==> config.mk <==
export PLATFORM = sky130hd
export DESIGN_NAME = slave_port_arb_4m
export DESIGN_NICKNAME = d
export VERILOG_FILES = /design/src/rtl/slave_port_arb_4m.sv
export SDC_FILE = /design/constraint.sdc
export NUM_CORES = 1
export LEC_CHECK = 0
export ABC_AREA = 0
export ABC_CLOCK_PERIOD_IN_PS = 7800
export BUFFER_PORTS_ARGS = -buffer_cell sky130_fd_sc_hd__buf_2
export CORE_AREA = 2 2 127 129
export CTS_BUF_LIST = sky130_fd_sc_hd__clkbuf_4
export DETAILED_ROUTE_END_ITERATION = 8
export DIE_AREA = 0 0 129 131
export GPL_ROUTABILITY_DRIVEN = 0
export PLACE_DENSITY = 0.59
export SYNTH_ARGS = -nofsm -noshare
export SYNTH_HDL_FRONTEND = slang
export SYNTH_SLANG_ARGS = --single-unit
==> constraint.sdc <==
create_clock -name iClk -period 7.8 [get_ports iClk]
set_clock_uncertainty 0.2 [all_clocks]
set_input_delay 1.17 -clock iClk [delete_from_list [all_inputs] [get_ports iClk]]
set_output_delay 1.17 -clock iClk [all_outputs]
set_load 0.01 [all_outputs]
==> src/rtl/slave_port_arb_4m.sv <==
// -----------------------------------------------------------------------------
// slave_port_arb_4m
// Round-robin arbiter and transaction sequencer in front of one slave port of
// the 4-master request/acknowledge interconnect.
//
// The winning master's command is captured into the slave-side registers and
// held stable until the slave acknowledges. A programmable watchdog aborts the
// transaction if the slave never answers. Acknowledge and read data are routed
// back to the owning master in the same cycle as the slave ack.
//
// Ports
//   iClk, iRst                clock, synchronous active-high reset
//   iMstReq/Cmd/Addr/Sel/WData packed per-master request and command fields
//   oMstAck, oMstErr          per-master acknowledge / abort flag
//   oMstRData                 read data shared by all masters (0 when no ack)
//   oSlv*                     registered slave command
//   iSlvAck, iSlvRData        slave acknowledge and read data
//   iToCfg                    watchdog limit in cycles, 0 disables
//   oGrant                    one-hot current owner, 0 when idle
//   oTimeout                  one-cycle pulse on watchdog abort
// -----------------------------------------------------------------------------
module slave_port_arb_4m #(
    parameter int CMD_W = 1,
    parameter int AW    = 10,
    parameter int DW    = 32,
    parameter int SW    = 4,
    parameter int TO_W  = 8
) (
    input  logic                iClk,
    input  logic                iRst,
    input  logic [3:0]          iMstReq,
    input  logic [4*CMD_W-1:0]  iMstCmd,
    input  logic [4*AW-1:0]     iMstAddr,
    input  logic [4*SW-1:0]     iMstSel,
    input  logic [4*DW-1:0]     iMstWData,
    output logic [3:0]          oMstAck,
    output logic [3:0]          oMstErr,
    output logic [DW-1:0]       oMstRData,
    output logic                oSlvReq,
    output logic [CMD_W-1:0]    oSlvCmd,
    output logic [AW-1:0]       oSlvAddr,
    output logic [SW-1:0]       oSlvSel,
    output logic [DW-1:0]       oSlvWData,
    input  logic                iSlvAck,
    input  logic [DW-1:0]       iSlvRData,
    input  logic [TO_W-1:0]     iToCfg,
    output logic [3:0]          oGrant,
    output logic                oTimeout
);

    typedef enum logic [0:0] {
        IDLE = 1'b0,
        BUSY = 1'b1
    } state_t;

    localparam logic [TO_W-1:0] CNT_ONE = {{(TO_W-1){1'b0}}, 1'b1};
    localparam logic [TO_W-1:0] CNT_MAX = {TO_W{1'b1}};

    state_t             state_q, state_d;
    logic [1:0]         ptr_q, ptr_d;
    logic [3:0]         grant_q, grant_d;
    logic               slv_req_q, slv_req_d;
    logic [CMD_W-1:0]   slv_cmd_q, slv_cmd_d;
    logic [AW-1:0]      slv_addr_q, slv_addr_d;
    logic [SW-1:0]      slv_sel_q, slv_sel_d;
    logic [DW-1:0]      slv_wdata_q, slv_wdata_d;
    logic [TO_W-1:0]    cnt_q, cnt_d;

    logic               win_found_s;
    logic [1:0]         win_idx_s;
    logic [1:0]         cand_s;
    logic               ack_fire_s;
    logic               to_fire_s;

    // Round-robin search: first requester starting at ptr, wrapping mod 4.
    always_comb begin
        win_found_s = 1'b0;
        win_idx_s   = 2'd0;
        cand_s      = 2'd0;
        for (int i = 0; i < 4; i++) begin
            cand_s = ptr_q + i[1:0];
            if (!win_found_s && iMstReq[cand_s]) begin
                win_found_s = 1'b1;
                win_idx_s   = cand_s;
            end else begin
                win_found_s = win_found_s;
            end
        end
    end

    // Completion events; slave ack wins over a coinciding watchdog expiry, and
    // a reset cycle never completes the owner's transaction.
    always_comb begin
        ack_fire_s = (state_q == BUSY) && iSlvAck && !iRst;
        to_fire_s  = (state_q == BUSY) && !iSlvAck && !iRst &&
                     (iToCfg != {TO_W{1'b0}}) && (cnt_q == (iToCfg - CNT_ONE));
    end

    // Next-state logic for the IDLE/BUSY sequencer and its datapath registers.
    always_comb begin
        state_d     = state_q;
        ptr_d       = ptr_q;
        grant_d     = grant_q;
        slv_req_d   = slv_req_q;
        slv_cmd_d   = slv_cmd_q;
        slv_addr_d  = slv_addr_q;
        slv_sel_d   = slv_sel_q;
        slv_wdata_d = slv_wdata_q;
        cnt_d       = cnt_q;
        case (state_q)
            IDLE: begin
                if (win_found_s) begin
                    state_d     = BUSY;
                    ptr_d       = win_idx_s + 2'd1;
                    grant_d     = 4'b0001 << win_idx_s;
                    slv_req_d   = 1'b1;
                    slv_cmd_d   = iMstCmd[win_idx_s*CMD_W +: CMD_W];
                    slv_addr_d  = iMstAddr[win_idx_s*AW +: AW];
                    slv_sel_d   = iMstSel[win_idx_s*SW +: SW];
                    slv_wdata_d = iMstWData[win_idx_s*DW +: DW];
                    cnt_d       = {TO_W{1'b0}};
                end else begin
                    state_d = IDLE;
                end
            end
            BUSY: begin
                if (ack_fire_s || to_fire_s) begin
                    state_d   = IDLE;
                    grant_d   = 4'b0000;
                    slv_req_d = 1'b0;
                end else if (cnt_q != CNT_MAX) begin
                    cnt_d = cnt_q + CNT_ONE;
                end else begin
                    cnt_d = cnt_q;
                end
            end
            default: begin
                state_d   = IDLE;
                grant_d   = 4'b0000;
                slv_req_d = 1'b0;
            end
        endcase
    end

    // State and datapath registers with synchronous reset.
    always_ff @(posedge iClk) begin
        if (iRst) begin
            state_q     <= IDLE;
            ptr_q       <= 2'd0;
            grant_q     <= 4'b0000;
            slv_req_q   <= 1'b0;
            slv_cmd_q   <= {CMD_W{1'b0}};
            slv_addr_q  <= {AW{1'b0}};
            slv_sel_q   <= {SW{1'b0}};
            slv_wdata_q <= {DW{1'b0}};
            cnt_q       <= {TO_W{1'b0}};
        end else begin
            state_q     <= state_d;
            ptr_q       <= ptr_d;
            grant_q     <= grant_d;
            slv_req_q   <= slv_req_d;
            slv_cmd_q   <= slv_cmd_d;
            slv_addr_q  <= slv_addr_d;
            slv_sel_q   <= slv_sel_d;
            slv_wdata_q <= slv_wdata_d;
            cnt_q       <= cnt_d;
        end
    end

    // Zero-latency return path to the owner; grant_q is one-hot while BUSY.
    always_comb begin
        oMstAck   = (ack_fire_s || to_fire_s) ? grant_q : 4'b0000;
        oMstErr   = to_fire_s ? grant_q : 4'b0000;
        oMstRData = ack_fire_s ? iSlvRData : {DW{1'b0}};
        oTimeout  = to_fire_s;
    end

    assign oSlvReq   = slv_req_q;
    assign oSlvCmd   = slv_cmd_q;
    assign oSlvAddr  = slv_addr_q;
    assign oSlvSel   = slv_sel_q;
    assign oSlvWData = slv_wdata_q;
    assign oGrant    = grant_q;

endmodule

=== Word-level counts from Yosys, hierarchy flattened ===
Index checks and enable logic that the tools add are counted.

* Bits in registers: 63
* Output and inout bits: 93

* $add $sub $neg: 6
* Multipliers: 1
* Order comparisons: 4
* Equality and inequality tests: 6
* Shifts and indexed selects: 5
* Multiplexer cells: 32
* Bitwise gates (word level): 1
* Reduce and logical (&&, ||, !) cells: 19

{| class="wikitable"
|+ Operator list
! cell !! count
|-
| 128-bit by 8-bit indexed part select with 32-bit output || 1
|-
| 40-bit by 7-bit indexed part select with 10-bit output || 1
|-
| 32-bit 2-to-1 mux || 1
|-
| 8-bit 2-to-1 mux || 3
|-
| 4-bit 2-to-1 mux || 4
|-
| 8-bit one-hot mux with 2 select lines || 1
|-
| 16-bit by 5-bit indexed part select with 4-bit output || 1
|-
| 2-bit by 3-bit < comparator with 1-bit output (second input constant) || 4
|-
| 1-bit 2-to-1 mux || 12
|-
| 1-bit logical AND || 9
|-
| 8-bit by 1-bit adder with 8-bit output (second input constant) || 1
|-
| 1-bit binary-select mux with 2-bit select || 4
|-
| 8-bit == test || 1
|-
| 2-bit 2-to-1 mux || 4
|-
| 8-bit inequality test (second input constant) || 1
|-
| 4-bit one-hot mux with 2 select lines || 1
|-
| 8-bit nonzero test || 1
|-
| 8-bit by 1-bit subtractor with 8-bit output (second input constant) || 1
|-
| 1-bit logical NOT || 5
|-
| 2-bit by 3-bit multiplier with 5-bit output (second input constant) || 1
|-
| 2-bit by 1-bit adder with 2-bit output (second input constant) || 2
|-
| 2-bit adder (second input constant) || 2
|-
| 2-bit by 1-bit inequality test with 1-bit output (second input constant) || 2
|-
| 2-bit inequality test (second input constant) || 2
|-
| other kinds (7) || 9
|}

=== Logic depth before layout (Yosys ltp) ===
Gate-level depths: netlist (run 1).

* Depth in word-level cells: 15
* Mapped depth: 10

=== Worst setup path after synthesis (run 1) ===
OpenSTA, ideal clock, no wires.

* Path type: input to output
* Start point: in iToCfg[0]
* End point: out oMstAck[0]
* Arrival: 2826 ps
* Required time: 6430 ps
* Slack: 3604 ps
* Stages on the path: 9
* Buffers on the path: 1
* Cells stage by stage: inv_1 > ha_1 > xnor2_1 > nor4_1 > nand3_1 > nor4_4 > buf_6 > or2_2 > and2_1

* Word-level cells in the longest chain between the ends: 5
* Elaborated cells between the ends (all ways): 7

{| class="wikitable"
|+ Ends and longest elaborated chain
! element !! RTL line !! source
|-
| start, declared || 46 || <nowiki>input logic [TO_W-1:0] iToCfg,</nowiki>
|-
| 8-bit by 1-bit subtractor with 8-bit output or 8-bit nonzero test (tied branches) || 96 || <nowiki>(iToCfg != {TO_W{1'b0}}) && (cnt_q == (iToCfg - CNT_ONE));</nowiki>
|-
| 8-bit == test or 1-bit logical AND (tied branches) || 96, 95 ||
|-
| 1-bit logical AND * || 96 ||
|-
| 1-bit logical OR * || 172 || <nowiki>oMstAck = (ack_fire_s || to_fire_s) ? grant_q : 4'b0000;</nowiki>
|-
| 4-bit 2-to-1 mux * || 172 ||
|-
| end, declared || 36 || <nowiki>output logic [3:0] oMstAck,</nowiki>
|}

Every way passes the cells marked *; elsewhere a longest branch is shown, timed or not.

=== Worst setup path after layout (run 1) ===
Ends and elaborated chain as after synthesis.

==> impl_metrics.env, run 1 <==
export IMPL_drv_slew=0
export IMPL_vias_per_cell=4.685
export IMPL_rsz0062_at_grt="false"
export IMPL_setup_viol=0
export IMPL_synth_area_per_cell_um2=6.894
export IMPL_max_stage_delay_ps=300
export IMPL_portBuffers=327
export IMPL_multi_input_area_um2=2680
export IMPL_cts_max_path_buffers=2
export IMPL_grt_usage=0.1746
export IMPL_layout_common_cells="buf_2, nand2_1, a21oi_1"
export IMPL_postCtsHoldBufs=0
export IMPL_cp_end_kind="output pin"
export IMPL_first_iter_violations=222
export IMPL_wl_met1_mm=7.114
export IMPL_vdd_drop_max_uv=64.35
export IMPL_cts_setup_buffers=0
export IMPL_highest_layer="met4"
export IMPL_antenna_found_initial=0
export IMPL_grt_max_degree=66
export IMPL_drc=0
export IMPL_setup_tns_ps=0
export IMPL_n_fill_cell=1695
export IMPL_synth_seq_cells=63
export IMPL_crit_chain="buf_2 -> inv_1 -> ha_1 -> xnor2_1 -> nor4_1 -> nand3_1 -> nor4_4 -> buf_4 -> or2_2 -> and2_1 -> buf_2"
export IMPL_via_count=5247
export IMPL_outcome="finished, final reports clean"
export IMPL_netlist_area_um2=4150
export IMPL_final_common_cell="buf_2"
export IMPL_core_area_um2=15600
export IMPL_critPathSlowestCell="ha_1"
export IMPL_relSlewSlack=0.2871
export IMPL_grt_pass1_vias=4673
export IMPL_cts_root_buf="clkbuf_4"
export IMPL_drive_gt1_frac=0.4053
export IMPL_min_period_ps=4640
export IMPL_total_power_uw=886.4
export IMPL_area_delta_synth_final_pct=44.86
export IMPL_worstPathArrival_ps=3270
export IMPL_gr_total_overflow=0
export IMPL_drv_cap=0
export IMPL_cts_sinks=63
export IMPL_seq_area_um2=1261
export IMPL_clkSlewWorstSetupHoldPaths_ps=100
export IMPL_synth_cells=602
export IMPL_synth_yosys_seq_area_share=0.3039
export IMPL_cts_tree="yes"
export IMPL_wl_met2_mm=7.303
export IMPL_worst_setup_path_start_kind="input port"
export IMPL_dpl_hpwl_mm=11.55
export IMPL_drt_total_wl_mm=15.69
export IMPL_hp_class="reg -> reg"
export IMPL_wire_per_inst_um=14.01
export IMPL_start_util=0.2661
export IMPL_path_class="in -> out"
export IMPL_worst_pin_slew_ps=1069
export IMPL_cts_buffers=9
export IMPL_power_density_nw_per_um2=147.4
export IMPL_cts_htree_levels=3
export IMPL_fp_dieW_um=129
export IMPL_worstSkewPairLatency_ps=430
export IMPL_synth_ff_type="dfxtp_1"
export IMPL_cp_common_cell="buf_2"
export IMPL_fmax_mhz=215.5
export IMPL_ys_types=48
export IMPL_dr_pass1_iters=4
export IMPL_synthArstFlopShare=0
export IMPL_die_h_um=131
export IMPL_syn_nets=844
export IMPL_worstPathMaxFanout=25
export IMPL_fin_util=0.3854
export IMPL_row_count=46
export IMPL_finalHoldViolCount=0
export IMPL_synth_warnings=0
export IMPL_grt_pass1_wl_mm=23.37
export IMPL_synth_edf_count=0
export IMPL_post_route_period_util=0.5948
export IMPL_worstPathRequired_ps=6430
export IMPL_antenna_left=0
export IMPL_wl_met3_mm=1.030
export IMPL_cts_resized=0
export IMPL_p_leak_uw=0.003427
export IMPL_nNetsFinal=1142
export IMPL_ios=328
export IMPL_dieArea_um2=16900
==> registers in the layout, indices dropped and copies added, names as in the netlist <==
signal     count
oSlvSel        4
state_q        1
oSlvWData     32
oSlvAddr      10
oSlvReq        1
cnt_q          8
oGrant         4
ptr_q          2
oSlvCmd        1
==> cells in the mapped netlist, types with 6 or more instances <==
| cell type | count | area share |
|---|---|---|
| dfxtp_1 | 63 | 0.30 |
| a211o_1 | 47 | 0.099 |
| a21oi_1 | 110 | 0.13 |
| nand2_1 | 197 | 0.18 |
| and2_1 | 37 | 0.056 |
| inv_1 | 6 | 0.0054 |
| buf_2 | 9 | 0.011 |
| ha_1 | 7 | 0.021 |
| nor2_1 | 9 | 0.0081 |
| or4_1 | 6 | 0.011 |
| clkbuf_1 | 30 | 0.027 |
==> where the power goes <==
group,switching (uW),leakage (uW),internal [uW],total (uW)
combinational,185,0.00286,139,324
clock,115,0.0000523,61.6,177
sequential,23.0,0.000518,362,385
total,323,0.00343,563,886
==> stage by stage <==
| step | area, um^2 | hold slack (ps) | std cells | setup slack, ps |
|---|---|---|---|---|
| floorplan | 4150 | 275.7 | 602 | 3604 |
| global placement | 5919 | 238.0 | 1105 | 3201 |
| detailed placement | 5919 | 243.6 | 1105 | 3168 |
| CTS | 6010 | 269.5 | 1119 | 3158 |
| global route | 6010 | 278.3 | 1119 | 2982 |
| finish | 6012 | 261.8 | 1120 | 3160 |
==> worst paths after layout <==
path	cells after the start	slack, ps	startpoint	endpoint
worst max-delay path	11	3160	iToCfg[0]	oMstAck[0]
worst min-delay path	1	260	oSlvWData[8]$_SDFFE_PP0P_	oSlvWData[8]$_SDFFE_PP0P_
worst max register to register	7	4740	ptr_q[0]$_SDFFE_PP0P_	oSlvAddr[3]$_SDFFE_PP0P_
worst min register to register	1	260	oSlvWData[8]$_SDFFE_PP0P_	oSlvWData[8]$_SDFFE_PP0P_
==> final cells by class <==
type / count / share of cell area
clock buffers: 10 / 0.01249
diodes: 1 / 0.0004162
repair buffers: 333 / 0.2797
well taps: 216 / 0.04495
inverters: 7 / 0.004370
flip-flops and latches: 63 / 0.2098
multi-input cells: 486 / 0.4458
clock inverters: 4 / 0.002497
==> metal layers <==
| metal | up-vias | global-route usage |
|---|---|---|
| li1 | 2674 | - |
| met3 | 15 | 0.03990 |
| met5 | - | 0 |
| met1 | 2345 | 0.2274 |
| met4 | 0 | 0.06330 |
| met2 | 213 | 0.2838 |
==> cell families (layout without fill, tap and decap cells) <==
group,count (synthesis),after routing,synth area share
AND/OR/NAND/NOR,291,291,0.3283
AO/OA/AOI/OAI,178,178,0.2683
flip-flops,63,63,0.3039
buffers and inverters,53,354,0.05638
XOR/XNOR,8,8,0.01688
adder cells (fa/ha/maj),7,7,0.02110
multiplexers,2,2,0.005125
other,0,1,0
==> worst max-delay path, delay by kind of cell <==
family / cells / cell delay, ps
XOR/XNOR: 1 / 130
adder cells (fa/ha/maj): 1 / 300
buffers and inverters: 4 / 610
AND/OR/NAND/NOR: 5 / 1040
Note: power is estimated with default switching activity, not from simulation.
==> inputs of run 2 (changes only) <==
==> config.mk (replaced) <==
export PLATFORM = sky130hd
export DESIGN_NAME = slave_port_arb_4m
export DESIGN_NICKNAME = d
export VERILOG_FILES = /design/src/rtl/slave_port_arb_4m.sv
export SDC_FILE = /design/constraint.sdc
export NUM_CORES = 1
export LEC_CHECK = 0
export ABC_AREA = 0
export ABC_CLOCK_PERIOD_IN_PS = 3890
export BUFFER_PORTS_ARGS = -buffer_cell sky130_fd_sc_hd__buf_2
export CORE_AREA = 2 2 126 128
export CTS_BUF_LIST = sky130_fd_sc_hd__clkbuf_4
export DETAILED_ROUTE_END_ITERATION = 8
export DIE_AREA = 0 0 128 130
export GPL_ROUTABILITY_DRIVEN = 0
export PLACE_DENSITY = 0.62
export SYNTH_ARGS = -nofsm -noshare
export SYNTH_HDL_FRONTEND = slang
export SYNTH_SLANG_ARGS = --single-unit
==> constraint.sdc (replaced) <==
create_clock -name iClk -period 3.89 [get_ports iClk]
set_clock_uncertainty 0.2 [all_clocks]
set_input_delay 0.5835 -clock iClk [delete_from_list [all_inputs] [get_ports iClk]]
set_output_delay 0.5835 -clock iClk [all_outputs]
set_load 0.01 [all_outputs]
==> impl_metrics.env, run 2 (same netlist as run 1, synthesis figures left out) <==
export IMPL_finalHoldViolCount=0
export IMPL_start_util=0.2691
export IMPL_fin_cells=1104
export IMPL_worst_setup_path_start_kind="flip-flop"
export IMPL_antenna_left=0
export IMPL_cts_sinks=63
export IMPL_drt_total_wl_mm=15.04
export IMPL_fmax_mhz=291.7
export IMPL_clkPwrFrac=0.270
export IMPL_grt_max_degree=70
export IMPL_critPathBufInv=2
export IMPL_power_switching_uw=670.6
export IMPL_worst_pin_slew_ps=987.4
export IMPL_total_power_uw=1957
export IMPL_seqPwrFrac=0.395
export IMPL_comb_power_share=0.335
export IMPL_dpl_hpwl_mm=11.00
export IMPL_grt_pass1_vias=4630
export IMPL_crit_chain="xor2_1 -> mux2_2 -> a2bb2oi_1 -> nor4_4 -> buf_4 -> or2_2 -> and2_1 -> buf_2"
export IMPL_final_common_cell="buf_2"
export IMPL_largest_register_ffs=32
export IMPL_area_delta_synth_final_pct=47.09
export IMPL_dieArea_um2=16640
export IMPL_dp_cells=1087
export IMPL_min_period_ps=3429
export IMPL_setup_tns_ps=0
export IMPL_vdd_drop_max_uv=158.8
export IMPL_cts_tree="yes"
export IMPL_post_route_period_util=0.8814
export IMPL_cts_buffers=9
export IMPL_setup_viol=0
export IMPL_first_iter_violations=160
export IMPL_power_share_switching=0.3427
export IMPL_worstSkewPairLatency_ps=430
export IMPL_cts_setup_buffers=0
export IMPL_wl_met2_mm=7.018
export IMPL_drc=0
export IMPL_postCtsHoldBufs=0
export IMPL_critPathSlowestCell="dfxtp_1"
export IMPL_relSlewSlack=0.3417
export IMPL_wire_per_inst_um=13.62
export IMPL_seq_area_um2=1261
export IMPL_grt_usage=0.1727
export IMPL_outcome="finished, final reports clean"
export IMPL_rsz0062_at_grt="false"
export IMPL_n_fill_cell=1686
export IMPL_drive_gt1_frac=0.4127
export IMPL_worstPathMaxFanout=11
export IMPL_wl_met3_mm=1.045
export IMPL_core_area_um2=15420
export IMPL_dr_pass1_iters=5
export IMPL_cts_root_buf="clkbuf_4"
export IMPL_antenna_found_initial=1
export IMPL_row_count=46
export IMPL_highest_layer="met4"
export IMPL_power_density_nw_per_um2=320.5
export IMPL_via_count=5217
export IMPL_grt_pass1_wl_mm=23.03
export IMPL_drv_slew=0
export IMPL_hp_class="in -> reg"
export IMPL_crit_family="simple AND/OR/NAND/NOR gates"
export IMPL_fin_util=0.3958
export IMPL_cts_resized=0
export IMPL_max_stage_delay_ps=480
export IMPL_p_leak_uw=0.003497
export IMPL_vias_per_cell=4.726
export IMPL_path_class="reg -> out"
export IMPL_cts_htree_levels=3
export IMPL_cp_end_kind="output pin"
export IMPL_gr_total_overflow=0
export IMPL_ios=328
export IMPL_fp_dieW_um=128
export IMPL_p_int_uw=1286
export IMPL_portBuffers=327
export IMPL_worstPathRequired_ps=3110
export IMPL_layout_common_cells="buf_2, nand2_1, a21oi_1"
export IMPL_multi_input_area_um2=2680
export IMPL_die_h_um=130
export IMPL_nNetsFinal=1148
export IMPL_wl_met1_mm=6.757
export IMPL_cts_max_path_buffers=2
export IMPL_drv_cap=0
export IMPL_worstPathArrival_ps=2650
export IMPL_clkSlewWorstSetupHoldPaths_ps=110
run 2: cell count changes in the layout (fill, tap and decap cells not counted):
cell       delta
buf_12        +1
buf_4         +5
bufinv_16     +2
clkbuf_4      +1
clkinv_1      -2
clkinv_2      +1
run 2: metal layers:
metal	global-route usage	vias to the layer above
li1	-	2690
met1	0.2231	2325
met2	0.2796	187
met3	0.04346	15
met4	0.06464	0
met5	0	-
run 2: power by group through the flow:
stage	clock network [uW]	registers [uW]	logic [uW]
2_1_floorplan	0	819	332
3_3_place_gp	0	784	659
3_5_place_dp	0	785	662
4_1_cts	552	772	665
5_1_grt	577	783	736
6_report	528	772	656
run 2: final timing paths:
kind	startpoint	to	slack [ps]	cells past startpoint
max reg2reg	ptr_q[0]$_SDFFE_PP0P_	oSlvWData[22]$_SDFFE_PP0P_	1180	7
min reg2reg	oSlvWData[15]$_SDFFE_PP0P_	oSlvWData[15]$_SDFFE_PP0P_	260	1
max	cnt_q[4]$_SDFFE_PP0P_	oMstAck[1]	460	8
min	iSlvAck	state_q$_SDFF_PP0_	180	2
run 2: worst reg2reg max path: stages, from the launching register on:
cell      delay [ps]
dfxtp_1          360
nand2b_1         170
a21oi_1          120
a211oi_1          60
buf_4            170
or4_2           1080
a21oi_1          380
a211o_1          120
run 2: area by class of cell:
| type | instances | area share |
|---|---|---|
| antenna | 1 | 0.0004099 |
| clock buffer | 11 | 0.01353 |
| clock inverter | 5 | 0.01189 |
| inverter | 7 | 0.004304 |
| multi-input combinational | 486 | 0.4390 |
| sequential | 63 | 0.2066 |
| tap | 192 | 0.03935 |
| timing repair buffer | 339 | 0.2849 |
run 2: metrics by stage:
stage               hold slack, ps  cell area (um^2)  worst slack [ps]
floorplan                    275.7              4150             867.0
global placement             238.0              5947             586.6
detailed placement           243.5              5947             537.8
CTS                          117.8              6102             382.4
global route                 129.2              6105             228.7
finish                       177.4              6105             461.3
==> inputs of run 3 (changes only) <==
--- a/config.mk
+++ b/config.mk
@@ -6,7 +6,7 @@
 export NUM_CORES = 1
 export LEC_CHECK = 0
 export ABC_AREA = 0
-export ABC_CLOCK_PERIOD_IN_PS = 3890
+export ABC_CLOCK_PERIOD_IN_PS = 2820
 export BUFFER_PORTS_ARGS = -buffer_cell sky130_fd_sc_hd__buf_2
 export CORE_AREA = 2 2 126 128
 export CTS_BUF_LIST = sky130_fd_sc_hd__clkbuf_4
@@ -14,6 +14,7 @@
 export DIE_AREA = 0 0 128 130
 export GPL_ROUTABILITY_DRIVEN = 0
 export PLACE_DENSITY = 0.62
+export SLEW_MARGIN = 5
 export SYNTH_ARGS = -nofsm -noshare
 export SYNTH_HDL_FRONTEND = slang
 export SYNTH_SLANG_ARGS = --single-unit
==> constraint.sdc (replaced) <==
create_clock -name iClk -period 2.82 [get_ports iClk]
set_clock_uncertainty 0.2 [all_clocks]
set_input_delay 0.423 -clock iClk [delete_from_list [all_inputs] [get_ports iClk]]
set_output_delay 0.423 -clock iClk [all_outputs]
set_load 0.01 [all_outputs]
==> impl_metrics.env, run 3 (same netlist as run 1, synthesis figures left out) <==
export IMPL_outcome="finished, final reports clean"
export IMPL_grt_usage=0.1740
export IMPL_fp_dieW_um=128
export IMPL_max_stage_delay_ps=370
export IMPL_dp_cells=1098
export IMPL_worstPathRequired_ps=2200
export IMPL_start_util=0.2691
export IMPL_final_common_cell="buf_2"
export IMPL_post_route_period_util=0.9972
export IMPL_critPathBufInv=3
export IMPL_setup_tns_ps=0
export IMPL_cts_buffers=9
export IMPL_nNetsFinal=1164
export IMPL_clkSlewWorstSetupHoldPaths_ps=110
export IMPL_antenna_found_initial=1
export IMPL_path_class="in -> out"
export IMPL_fmax_mhz=355.6
export IMPL_crit_family="simple AND/OR/NAND/NOR gates"
export IMPL_crit_chain="buf_2 -> inv_2 -> ha_4 -> xnor2_2 -> nor4_2 -> nand3_1 -> nor4_4 -> or2_4 -> and2_4 -> buf_6"
export IMPL_largest_register_ffs=32
export IMPL_dpl_hpwl_mm=11.26
export IMPL_cts_sinks=63
export IMPL_min_period_ps=2812
export IMPL_dieArea_um2=16640
export IMPL_antenna_left=0
export IMPL_grt_max_degree=75
export IMPL_core_area_um2=15420
export IMPL_gr_total_overflow=0
export IMPL_die_h_um=130
export IMPL_drt_total_wl_mm=15.25
export IMPL_worstPathMaxFanout=5
export IMPL_cts_tree="yes"
export IMPL_rsz0062_at_grt="true"
export IMPL_finalHoldViolCount=0
export IMPL_drv_slew=0
export IMPL_dr_pass1_iters=5
export IMPL_drc=0
export IMPL_wire_per_inst_um=13.67
export IMPL_cts_max_path_buffers=2
export IMPL_power_density_nw_per_um2=395.0
export IMPL_portBuffers=327
export IMPL_vdd_drop_max_uv=193.6
export IMPL_fin_cells=1116
export IMPL_layout_common_cells="buf_2, nand2_1, a21oi_1"
export IMPL_first_iter_violations=268
export IMPL_area_delta_synth_final_pct=52.79
export IMPL_relSlewSlack=0.5732
export IMPL_drv_cap=0
export IMPL_ios=328
export IMPL_worstSkewPairLatency_ps=410
export IMPL_cts_root_buf="clkbuf_4"
export IMPL_cts_htree_levels=3
export IMPL_drive_gt1_frac=0.4399
export IMPL_worst_pin_slew_ps=633.5
export IMPL_via_count=5276
export IMPL_grt_pass1_wl_mm=23.24
export IMPL_vias_per_cell=4.728
export IMPL_row_count=46
export IMPL_cp_end_kind="output pin"
export IMPL_setup_viol=0
export IMPL_worstPathArrival_ps=2190
export IMPL_total_power_uw=2505
export IMPL_grt_pass1_vias=4692
export IMPL_critPathSlowestCell="nor4_4"
export IMPL_fin_hold_ws_ps=134.7
export IMPL_hp_class="in -> reg"
export IMPL_dp_slack_ps=-39.51
export IMPL_n_fill_cell=1690
export IMPL_p_leak_uw=0.003588
export IMPL_worst_setup_path_start_kind="input port"
export IMPL_fin_ws_ps=7.957
## run 3: cell types whose count changed in the layout (fill, tap and decap cells not counted), moves of 8 or more
cell,change
and2_4,+8
buf_2,-8
buf_4,+10
buf_6,+9
## run 3: report_power, final
part | switching [uW] | leakage, uW | internal [uW]
registers | 58.4 | 0.000521 | 1000
clock network | 327 | 0.0000531 | 158
logic | 523 | 0.00301 | 437
## run 3: repair_timing
action,in CTS,in global routing
gates resized for setup,17,16
pin swaps,7,6
endpoints found under the setup margin,9,9
buffers inserted,3,1
hold buffers,1,0
gates cloned,0,0
hold endpoints to repair,1,0
## run 3: final timing paths
path	from	end	slack, ps	cells past startpoint
worst min register to register	oSlvWData[15]$_SDFFE_PP0P_	oSlvWData[15]$_SDFFE_PP0P_	260	1
worst min-delay path	iMstWData[95]	oSlvWData[31]$_SDFFE_PP0P_	130	4
worst max-delay path	iToCfg[1]	oMstAck[2]	8	10
worst max register to register	cnt_q[4]$_SDFFE_PP0P_	cnt_q[7]$_SDFFE_PP0P_	310	9
## run 3: routing by layer
layer	routed length (um)	up-vias	global-route usage
met5	0	-	0
met4	228	0	0.05947
met3	1032	15	0.03690
met2	7116	180	0.2793
met1	6877	2368	0.2332
li1	-	2713	-
## run 3: per-stage QoR
step	utilization	area, um^2
floorplan	-	4150
global placement	0.3941	6080
detailed placement	0.3941	6080
CTS	0.4061	6265
global route	0.4111	6341
finish	0.4111	6341
## run 3: final cells by class
cell class	count	area, um^2	share of cell area
Clock inverter	3	15.01	0.002368
Antenna cell	1	2.502	0.0003946
Timing Repair Buffer	355	1966	0.3100
Inverter	7	26.28	0.004144
Multi-Input combinational cell	486	2753	0.4341
Clock buffer	9	67.56	0.01066
Sequential cell	63	1271	0.2005
Tap cell	192	240.2	0.03788
## run 3: worst reg2reg max path: cells and delay by family, from the launching register on
kind / cells / cell delay (ps)
buffers and inverters: 3 / 440
flip-flops: 1 / 370
XOR/XNOR: 1 / 180
multiplexers: 1 / 360
AND/OR/NAND/NOR: 2 / 570
AO/OA/AOI/OAI: 2 / 330
